`src/rtl/bcd_to_bin_seq.sv`:
```
// rtl/bcd_to_bin_seq.sv - iterative packed-BCD to binary converter, one digit per clock
module bcd_to_bin_seq #(
    parameter int DIGITS = 4,
    parameter int OUT_W  = 14
) (
    input  logic                  clk,
    input  logic                  rst_n,
    input  logic                  start,
    input  logic [4*DIGITS-1:0]   bcd_in,
    output logic                  busy,
    output logic                  done,
    output logic [OUT_W-1:0]      bin_out,
    output logic                  err,
    output logic                  ovf
);

    localparam int ACC_W = OUT_W + 4;
    localparam int CNT_W = (DIGITS > 1) ? $clog2(DIGITS) : 1;
    localparam logic [CNT_W-1:0] LAST_CNT = CNT_W'(DIGITS - 1);

    typedef enum logic {
        S_IDLE,
        S_CONV
    } state_t;

    state_t              r_state;
    logic [4*DIGITS-1:0] r_shift;
    logic [ACC_W-1:0]    r_acc;
    logic [CNT_W-1:0]    r_cnt;
    logic                r_err_i;
    logic                r_ovf_i;

    logic [3:0]          w_digit;
    logic [ACC_W-1:0]    w_acc_next;
    logic                w_err_next;
    logic                w_ovf_next;

    // Four spare bits keep acc*10+15 from wrapping while acc < 2^OUT_W,
    // so the sticky overflow flag catches the first crossing.
    assign w_digit    = r_shift[4*DIGITS-1 -: 4];
    assign w_acc_next = r_acc * ACC_W'(10) + {{(ACC_W-4){1'b0}}, w_digit};
    assign w_err_next = r_err_i | (w_digit > 4'd9);
    assign w_ovf_next = r_ovf_i | (|w_acc_next[ACC_W-1:OUT_W]);

    always_ff @(posedge clk) begin
        if (!rst_n) begin
            r_state <= S_IDLE;
            r_shift <= '0;
            r_acc   <= '0;
            r_cnt   <= '0;
            r_err_i <= 1'b0;
            r_ovf_i <= 1'b0;
            busy    <= 1'b0;
            done    <= 1'b0;
            bin_out <= '0;
            err     <= 1'b0;
            ovf     <= 1'b0;
        end else begin
            done <= 1'b0;
            case (r_state)
                S_IDLE: begin
                    if (start) begin
                        r_shift <= bcd_in;
                        r_acc   <= '0;
                        r_cnt   <= '0;
                        r_err_i <= 1'b0;
                        r_ovf_i <= 1'b0;
                        busy    <= 1'b1;
                        r_state <= S_CONV;
                    end
                end
                S_CONV: begin
                    r_acc   <= w_acc_next;
                    r_shift <= r_shift << 4;
                    r_cnt   <= r_cnt + 1'b1;
                    r_err_i <= w_err_next;
                    r_ovf_i <= w_ovf_next;
                    if (r_cnt == LAST_CNT) begin
                        bin_out <= w_acc_next[OUT_W-1:0];
                        err     <= w_err_next;
                        ovf     <= w_ovf_next;
                        done    <= 1'b1;
                        busy    <= 1'b0;
                        r_state <= S_IDLE;
                    end
                end
                default: r_state <= S_IDLE;
            endcase
        end
    end

endmodule
```
`config.mk`:
```
export PLATFORM = sky130hd
export DESIGN_NAME = bcd_to_bin_seq
export DESIGN_NICKNAME = d
export VERILOG_FILES = /design/src/rtl/bcd_to_bin_seq.sv
export SDC_FILE = /design/constraint.sdc
export NUM_CORES = 1
export LEC_CHECK = 0
export ABC_AREA = 1
export CAP_MARGIN = 10
export CORE_ASPECT_RATIO = 0.6
export CORE_UTILIZATION = 55
export CTS_BUF_LIST = sky130_fd_sc_hd__clkbuf_8
export DETAILED_ROUTE_END_ITERATION = 10
export PLACE_DENSITY = 0.77
export SLEW_MARGIN = 20
export SYNTH_ARGS = -nofsm -noshare
export SYNTH_HDL_FRONTEND = slang
export SYNTH_SLANG_ARGS = --single-unit
```
`constraint.sdc`:
```
create_clock -name clk -period 3.2 [get_ports clk]
set_clock_uncertainty 0.2 [all_clocks]
set_input_delay 0.32 -clock clk [delete_from_list [all_inputs] [get_ports clk]]
set_output_delay 0.32 -clock clk [all_outputs]
set_load 0.1 [all_outputs]
```
==> flow_summary_export.csv, run 1 <==
group,metric,value,unit
clock_network,clock_tree_from_tritoncts,"built",
clock_network,cts_buffers,5,
synthesis,yosysUniqueCellTypes,35,
routing,routed_via_density,5.26,
synthesis,syn-instance-count,536,
die,chipWidth,107,microns
cells_and_area,fin_area,0.00417,sq mm
global_routing,global_route.usage.total,27.5,%
worst_hold_path,hold_start,"r_cnt[1]",
timing,fin_hold_ws,0.273,ns
cells_and_area,final-instance-count-excl-fill,654,
cells_and_area,post_route_cells_drive_above_1_share,14.6,%
placed_design,placed_cell_area,0.00407,sq mm
worst_setup_path,cp_top_family,"simple AND/OR/NAND/NOR gates",
synthesis,syn-num-nets,588,
global_routing,antenna_violations_before_repair,0,
synthesis,synth.largest_area_cell,"sky130_fd_sc_hd__dfxtp_1",
synthesis,synthesis.area,0.00366,sq mm
worst_setup_path,critical_path.endpoint_type,"flip-flop",
clock_network,cts.path.max_buffers,2,
synthesis,async_flop_share,0,%
die,placement_rows,22,
worst_setup_path,arrival,3.05,ns
clock_network,cts-root-buf,"sky130_fd_sc_hd__clkbuf_8",
worst_setup_path,r2r-end,"r_ovf_i",
synthesis,synth-main-ff-cell,"sky130_fd_sc_hd__dfxtp_1",
routing,1st_iter_drt_viols,273,
power,p_per_area,309,mW/mm^2
synthesis,yosys_top_cell_area_share,30.7,%
clock_network,cts_hold_buf,0,
placed_design,dp.cells,646,
routing,totalWireLength,8980,microns
placed_design,io_buffers,36,
cells_and_area,design.final.nets,621,
routing,ant_nets,0,
worst_setup_path,timing.critical_path.fanout_max,4,
die,core,0.00628,sq mm
worst_setup_path,critPathKind,"flip-flop to flip-flop",
power,p_seq_share,56.7,%
placed_design,dp_hpwl,6930,microns
global_routing,grt_first_pass_wirelength,14900,microns
timing,timing_max_transition_violations_final,0,
synthesis,syn_avg_cell_area,6.82,sq um
synthesis,count_of_synthesis_stage_warnings_from_yosys,0,
power,design_power_total,1.29,mW
power,vdd_ir_drop_max,0.000252,V
timing,smallest_setup_slack_after_layout,0.160,ns
die,start_util,58.3,%
power,combinationalPowerShare,10.8,%
timing,period_needed,3.04,ns
die,die_h,65.2,microns
routing,routedWlPerCell,13.7,microns
timing,worst_slew_pin_slew,0.976,ns
timing,timing_hold_violations_final,0,
synthesis,synth-seq-area-share,30.7,%
worst_hold_path,holdCritPathClass,"flip-flop to flip-flop",
timing,final.setup.tns,0,ns
power,power.clock.fraction,32.4,%
worst_hold_path,timing.hold.worst_endpoint,"r_cnt[1]",
outcome,run_status,"finished clean",
timing,setup_violations,0,
routing,via_count,3442,
worst_hold_path,timing.hold.worst_path_depth,2,
flow_run,cap_viol_max_count,0,
worst_setup_path,setup.worst_path.start_class,"flip-flop",
worst_setup_path,crit_chain,"ha_1 > ha_2 > fa_2 > nand2_1 > inv_1 > nand4_1 > nand2_1 > nand2_2 > nor2_4 > nand2_4 > nor2_8 > nand3_4 > nand2_1 > nand2_1 > nor2_2 > nand3_2 > nand2_2 > a21oi_2",
timing,max_freq,329,MHz
worst_setup_path,crit_buf_inv,1,
placed_design,post-place-ws,0.133,ns
power,cellLeakagePower,2.15,nW
clock_network,clk-insertion-delay-late,0.31,ns
global_routing,grt_start_max_net_pins,30,
cells_and_area,utilization,66.4,%
clock_network,worst_setup_hold_path_clk_slew,0.10,ns
die,die_area,0.00699,sq mm
worst_setup_path,worstReg2RegStart,"r_acc[1]",
power,cellInternalPower,0.946,mW
worst_setup_path,cp_common_cell,"sky130_fd_sc_hd__nand2_1",
clock_network,post_cts_buffers,0,
synthesis,synth-seq-cells,56,
worst_setup_path,critical-path-slowest-cell,"sky130_fd_sc_hd__fa_2",
power,power.net_switching,0.343,mW
worst_setup_path,rrSetupSlack,0.16,ns
cells_and_area,layout-area-overhead-vs-synth,14.0,%
worst_setup_path,timing.critical_path.required,3.21,ns
global_routing,grt_remaining_overflow,0,
clock_network,post_cts.resized_instances,0,
die,num_io_pins,37,
cells_and_area,fill_cells,565,
synthesis,synth.area.top_cells,"sky130_fd_sc_hd__dfxtp_1 (31%), sky130_fd_sc_hd__nand2_1 (20%), sky130_fd_sc_hd__ha_1 (11%)",
worst_setup_path,cp_slowest_stage_delay,0.56,ns
clock_network,cts_sinks,56,
routing,firstDrtPassIters,5,
synthesis,synth_edf_count,0,
timing,timing.final.crit_share,95.0,%
worst_setup_path,rr_worst_depth,18,
global_routing,first_global_vias,3114,
cells_and_area,n_antenna_cell,0,
clock_network,cts.htree.levels,2,
timing,worst_slew_margin_rel,34.7,%
routing,drc_errors,0,
placed_design,place.gp.congestion,0.889,
power,swShare,26.6,%
## cells by family after synthesis
logic type,synth area share (%)
AO/OA/AOI/OAI,8.21
XOR/XNOR,2.63
adder cells (fa/ha/maj),11.7
buffers and inverters,7.73
flip-flops,30.7
AND/OR/NAND/NOR,39.1
## how the worst max path moves through the flow
stage                  start  slack [ns]      end  cells after the start
finish              r_acc[1]        0.16  r_ovf_i                     18
global placement    r_acc[1]        0.24  r_ovf_i                     18
detailed placement  r_acc[1]        0.13  r_ovf_i                     18
global route        r_acc[1]       -0.03  r_ovf_i                     18
CTS                 r_acc[1]        0.11  r_ovf_i                     18
floorplan           r_acc[1]        0.34  r_ovf_i                     18
## cells in the final DEF (no fill, tap or decap), types with 16 or more instances in the layout
cell | Yosys | layout
sky130_fd_sc_hd__ha_1 | 31 | 30
sky130_fd_sc_hd__nor2_1 | 20 | 19
sky130_fd_sc_hd__nand3_1 | 47 | 47
sky130_fd_sc_hd__a21oi_1 | 30 | 30
sky130_fd_sc_hd__nand2_1 | 192 | 191
sky130_fd_sc_hd__dfxtp_1 | 56 | 55
sky130_fd_sc_hd__clkdlybuf4s50_1 | 0 | 20
sky130_fd_sc_hd__buf_4 | 0 | 21
sky130_fd_sc_hd__nand2_2 | 15 | 16
sky130_fd_sc_hd__inv_1 | 53 | 53
## Yosys cell counts (6+ instances only)
cell type,n
sky130_fd_sc_hd__xor2_1,6
sky130_fd_sc_hd__ha_1,31
sky130_fd_sc_hd__nor2_1,20
sky130_fd_sc_hd__nand2_1,192
sky130_fd_sc_hd__dfxtp_1,56
sky130_fd_sc_hd__nand3_1,47
sky130_fd_sc_hd__nor2_2,7
sky130_fd_sc_hd__clkbuf_1,13
sky130_fd_sc_hd__nand2_2,15
sky130_fd_sc_hd__a22oi_1,8
sky130_fd_sc_hd__nand4_1,7
sky130_fd_sc_hd__inv_1,53
sky130_fd_sc_hd__a21oi_1,30
## area by class of cell
cell class	instances	area, sq um	share of cell area, %
repair buffers	41	358	8.58
multi-input cells	405	2260	54.3
well taps	84	105	2.52
flip-flops and latches	56	1120	26.9
inverters	60	225	5.40
clock buffers	6	82.6	1.98
clock inverters	2	13.8	0.330
## state kept, by name, indices dropped and copies added (netlist names)
register,flops
bin_out,14
done,1
r_state,1
busy,1
r_shift,16
r_ovf_i,1
err,1
ovf,1
r_err_i,1
r_acc,17
r_cnt,2
## metal layers
| metal | global-route usage, % | vias to the layer above | wire, microns |
|---|---|---|---|
| li1 | - | 1770 | - |
| met1 | 41.8 | 1561 | 4590 |
| met2 | 39.5 | 105 | 3600 |
| met3 | 6.45 | 6 | 742 |
| met4 | 4.45 | 0 | 51 |
| met5 | 0 | - | 0 |
## power groups by stage
stage	Combinational, mW	Sequential [mW]	Clock (mW)
after floorplan	0.0847	0.746	0
final	0.140	0.731	0.418
after detailed placement	0.137	0.746	0
after global placement	0.135	0.746	0
after CTS	0.138	0.730	0.425
after global routing	0.156	0.733	0.449
## tightest hold or removal path, delay by kind of cell (launching register included)
kind | cells | cell delay, ns
flip-flops | 1 | 0.33
AND/OR/NAND/NOR | 1 | 0.06
AO/OA/AOI/OAI | 1 | 0.05
(Power assumes the default switching activity.)
==> run 2: changes to the inputs <==
- CAP_MARGIN: 10 -> not set
==> results of run 2 <==
Final layout, timing and power as in run 1 (identical DEF).
==> run 3: changes to the inputs <==
- CORE_MARGIN: not set -> 2
==> run 3 against run 2 <==
  * Setup slack worse by 0.021 ns
  * Via count up 0.67%
  * Critical path depth unchanged
  * Clock-buffer cell count did not move
  * Fmax shrank 0.68%
  * First-iteration DRC count decreased by 15%
  * Die area rose by 5.0%
  * Critical endpoint unchanged
  * Largest power group unchanged
==> flow_summary_export.csv, run 3 (synthesis gave the netlist of run 1 again) <==
group,metric,value,unit
global_routing,first_global_vias,2963,
worst_setup_path,rr_worst_depth,18,
cells_and_area,reg_top3,"r_acc: 17 flops, r_shift: 16 flops, bin_out: 14 flops",
timing,timing_hold_violations_final,0,
power,combinationalPowerShare,11.1,%
clock_network,clk-insertion-delay-late,0.31,ns
placed_design,post-place-ws,0.151,ns
timing,setup_violations,0,
cells_and_area,n_antenna_cell,0,
worst_setup_path,timing.critical_path.required,3.20,ns
worst_hold_path,timing.hold.worst_path_depth,2,
cells_and_area,layout_commonest_cell,"sky130_fd_sc_hd__nand2_1",
worst_setup_path,critical_path.endpoint_type,"flip-flop",
die,die_h,67.2,microns
cells_and_area,final-instance-count-excl-fill,659,
clock_network,cts-root-buf,"sky130_fd_sc_hd__clkbuf_8",
timing,worst_slew_margin_rel,36.0,%
routing,routedWlPerCell,13.4,microns
power,power.clock.fraction,32.1,%
timing,timing.final.crit_share,95.7,%
power,p_per_area,304,mW/mm^2
clock_network,cts.htree.levels,2,
worst_setup_path,cp_common_cell,"sky130_fd_sc_hd__nand2_1",
cells_and_area,design.final.nets,626,
clock_network,cts_buffers,5,
clock_network,cts_sinks,56,
global_routing,antenna_violations_before_repair,0,
power,cellInternalPower,0.942,mW
routing,via_count,3465,
global_routing,grt_remaining_overflow,0,
die,placement_rows,22,
routing,ant_nets,0,
cells_and_area,post_route_cells_drive_above_1_share,15.5,%
power,power.net_switching,0.338,mW
die,chipWidth,109,microns
routing,totalWireLength,8860,microns
power,swShare,26.4,%
die,start_util,58.3,%
clock_network,cts.path.max_buffers,2,
placed_design,place.gp.congestion,0.961,
timing,timing_max_transition_violations_final,0,
global_routing,global_route.usage.total,25.7,%
power,p_seq_share,56.8,%
timing,final.setup.tns,0,ns
worst_hold_path,hold_start,"r_shift[1]",
outcome,run_status,"finished clean",
worst_setup_path,rrSetupSlack,0.14,ns
worst_setup_path,timing.critical_path.fanout_max,4,
timing,period_needed,3.06,ns
placed_design,dp.cells,647,
die,num_io_pins,37,
cells_and_area,fill_cells,552,
worst_setup_path,r2r-end,"r_ovf_i",
worst_setup_path,crit_chain,"ha_1 > ha_2 > fa_2 > nand2_1 > inv_2 > nand4_1 > nand2_1 > nand2_2 > nor2_4 > nand2_4 > nor2_8 > nand3_4 > nand2_1 > nand2_1 > nor2_2 > nand3_2 > nand2_2 > a21oi_2",
die,core,0.00628,sq mm
worst_setup_path,cp_slowest_stage_delay,0.56,ns
cells_and_area,register_with_the_highest_flop_count,"r_acc",
timing,max_freq,327,MHz
worst_hold_path,timing.hold.worst_endpoint,"r_shift[1]",
global_routing,grt_first_pass_wirelength,14400,microns
timing,worst_slew_pin_slew,0.957,ns
worst_setup_path,critical-path-slowest-cell,"sky130_fd_sc_hd__fa_2",
routing,1st_iter_drt_viols,232,
power,vdd_ir_drop_max,0.000280,V
die,die_area,0.00734,sq mm
worst_hold_path,holdCritPathClass,"flip-flop to flip-flop",
placed_design,dp_hpwl,6810,microns
clock_network,worst_setup_hold_path_clk_slew,0.10,ns
global_routing,grt_start_max_net_pins,30,
worst_setup_path,setup.worst_path.start_class,"flip-flop",
routing,firstDrtPassIters,5,
timing,smallest_setup_slack_after_layout,0.139,ns
cells_and_area,layout-area-overhead-vs-synth,15.0,%
placed_design,placed_cell_area,0.00407,sq mm
cells_and_area,fin_area,0.00421,sq mm
power,cellLeakagePower,2.17,nW
worst_setup_path,arrival,3.06,ns
cells_and_area,mostFrequentLayoutCells,"sky130_fd_sc_hd__nand2_1 (191), sky130_fd_sc_hd__dfxtp_1 (55), sky130_fd_sc_hd__inv_1 (53)",
routing,drc_errors,0,
worst_setup_path,worstReg2RegStart,"r_acc[1]",
worst_setup_path,critPathKind,"flip-flop to flip-flop",
flow_run,cap_viol_max_count,0,
placed_design,io_buffers,36,
routing,routed_via_density,5.26,
clock_network,clock_tree_from_tritoncts,"built",
cells_and_area,max_ffs_per_register,17,
-- run 3: cell types whose count changed in the layout (fill, tap and decap cells not counted), sizes merged --
cell,before,now
clkinv,3,2
buf,21,27
clkdlybuf4s50,20,19
clkinvlp,0,1
-- run 3: power by group through the flow --
| stage | sequential [mW] | combinational (mW) | clock, mW |
|---|---|---|---|
| 6_report | 0.727 | 0.143 | 0.411 |
| 5_1_grt | 0.729 | 0.159 | 0.439 |
| 4_1_cts | 0.727 | 0.141 | 0.418 |
| 3_5_place_dp | 0.744 | 0.140 | 0 |
| 3_3_place_gp | 0.743 | 0.139 | 0 |
| 2_1_floorplan | 0.746 | 0.0847 | 0 |
-- run 3: worst max path at each step --
stage	start	to	slack (ns)	cells after the start
6_report	r_acc[1]	r_ovf_i	0.14	18
2_1_floorplan	r_acc[1]	r_ovf_i	0.34	18
3_5_place_dp	r_acc[1]	r_ovf_i	0.15	18
4_1_cts	r_acc[1]	r_ovf_i	0.09	18
5_1_grt	r_acc[1]	r_ovf_i	-0.01	18
3_3_place_gp	r_acc[1]	r_ovf_i	0.24	18
-- run 3: final cells by class --
| class | count | area [sq um] | area share, % |
|---|---|---|---|
| multi-input cells | 405 | 2260 | 53.8 |
| flip-flops and latches | 56 | 1120 | 26.7 |
| repair buffers | 46 | 393 | 9.34 |
| inverters | 60 | 225 | 5.36 |
| well taps | 84 | 105 | 2.50 |
| clock buffers | 6 | 82.6 | 1.96 |
| clock inverters | 2 | 11.3 | 0.268 |
-- run 3: worst max-delay path, delay by kind of cell, from the launching register on --
kind	cells	cell delay, ns
adder cells (fa/ha/maj)	3	1.07
buffers and inverters	1	0.05
flip-flops	1	0.37
AND/OR/NAND/NOR	13	1.21
AO/OA/AOI/OAI	1	0.05
-- run 3: what timing repair did --
action,CTS,global route
endpoints found under the setup margin,0,4
hold buffers,0,0
hold endpoints to repair,0,0
buffers inserted,0,4
resized for setup,0,6
-- run 3: layer usage --
metal | up-vias | part of all wire (%) | track usage [%]
li1 | 1792 | - | -
met1 | 1545 | 53 | 40.2
met2 | 118 | 39 | 36.6
met3 | 10 | 7.5 | 4.92
met4 | 0 | 0.78 | 4.75
met5 | - | 0 | 0
-- run 3: metrics by stage --
stage                     power, mW  hold slack [ns]  util [%]
after floorplan               0.830            0.239         -
after detailed placement      0.884            0.262      64.9
after CTS                      1.29            0.276      66.3
after global routing           1.33            0.286      67.0
final                          1.28            0.272      67.0
after global placement        0.881            0.256      64.9
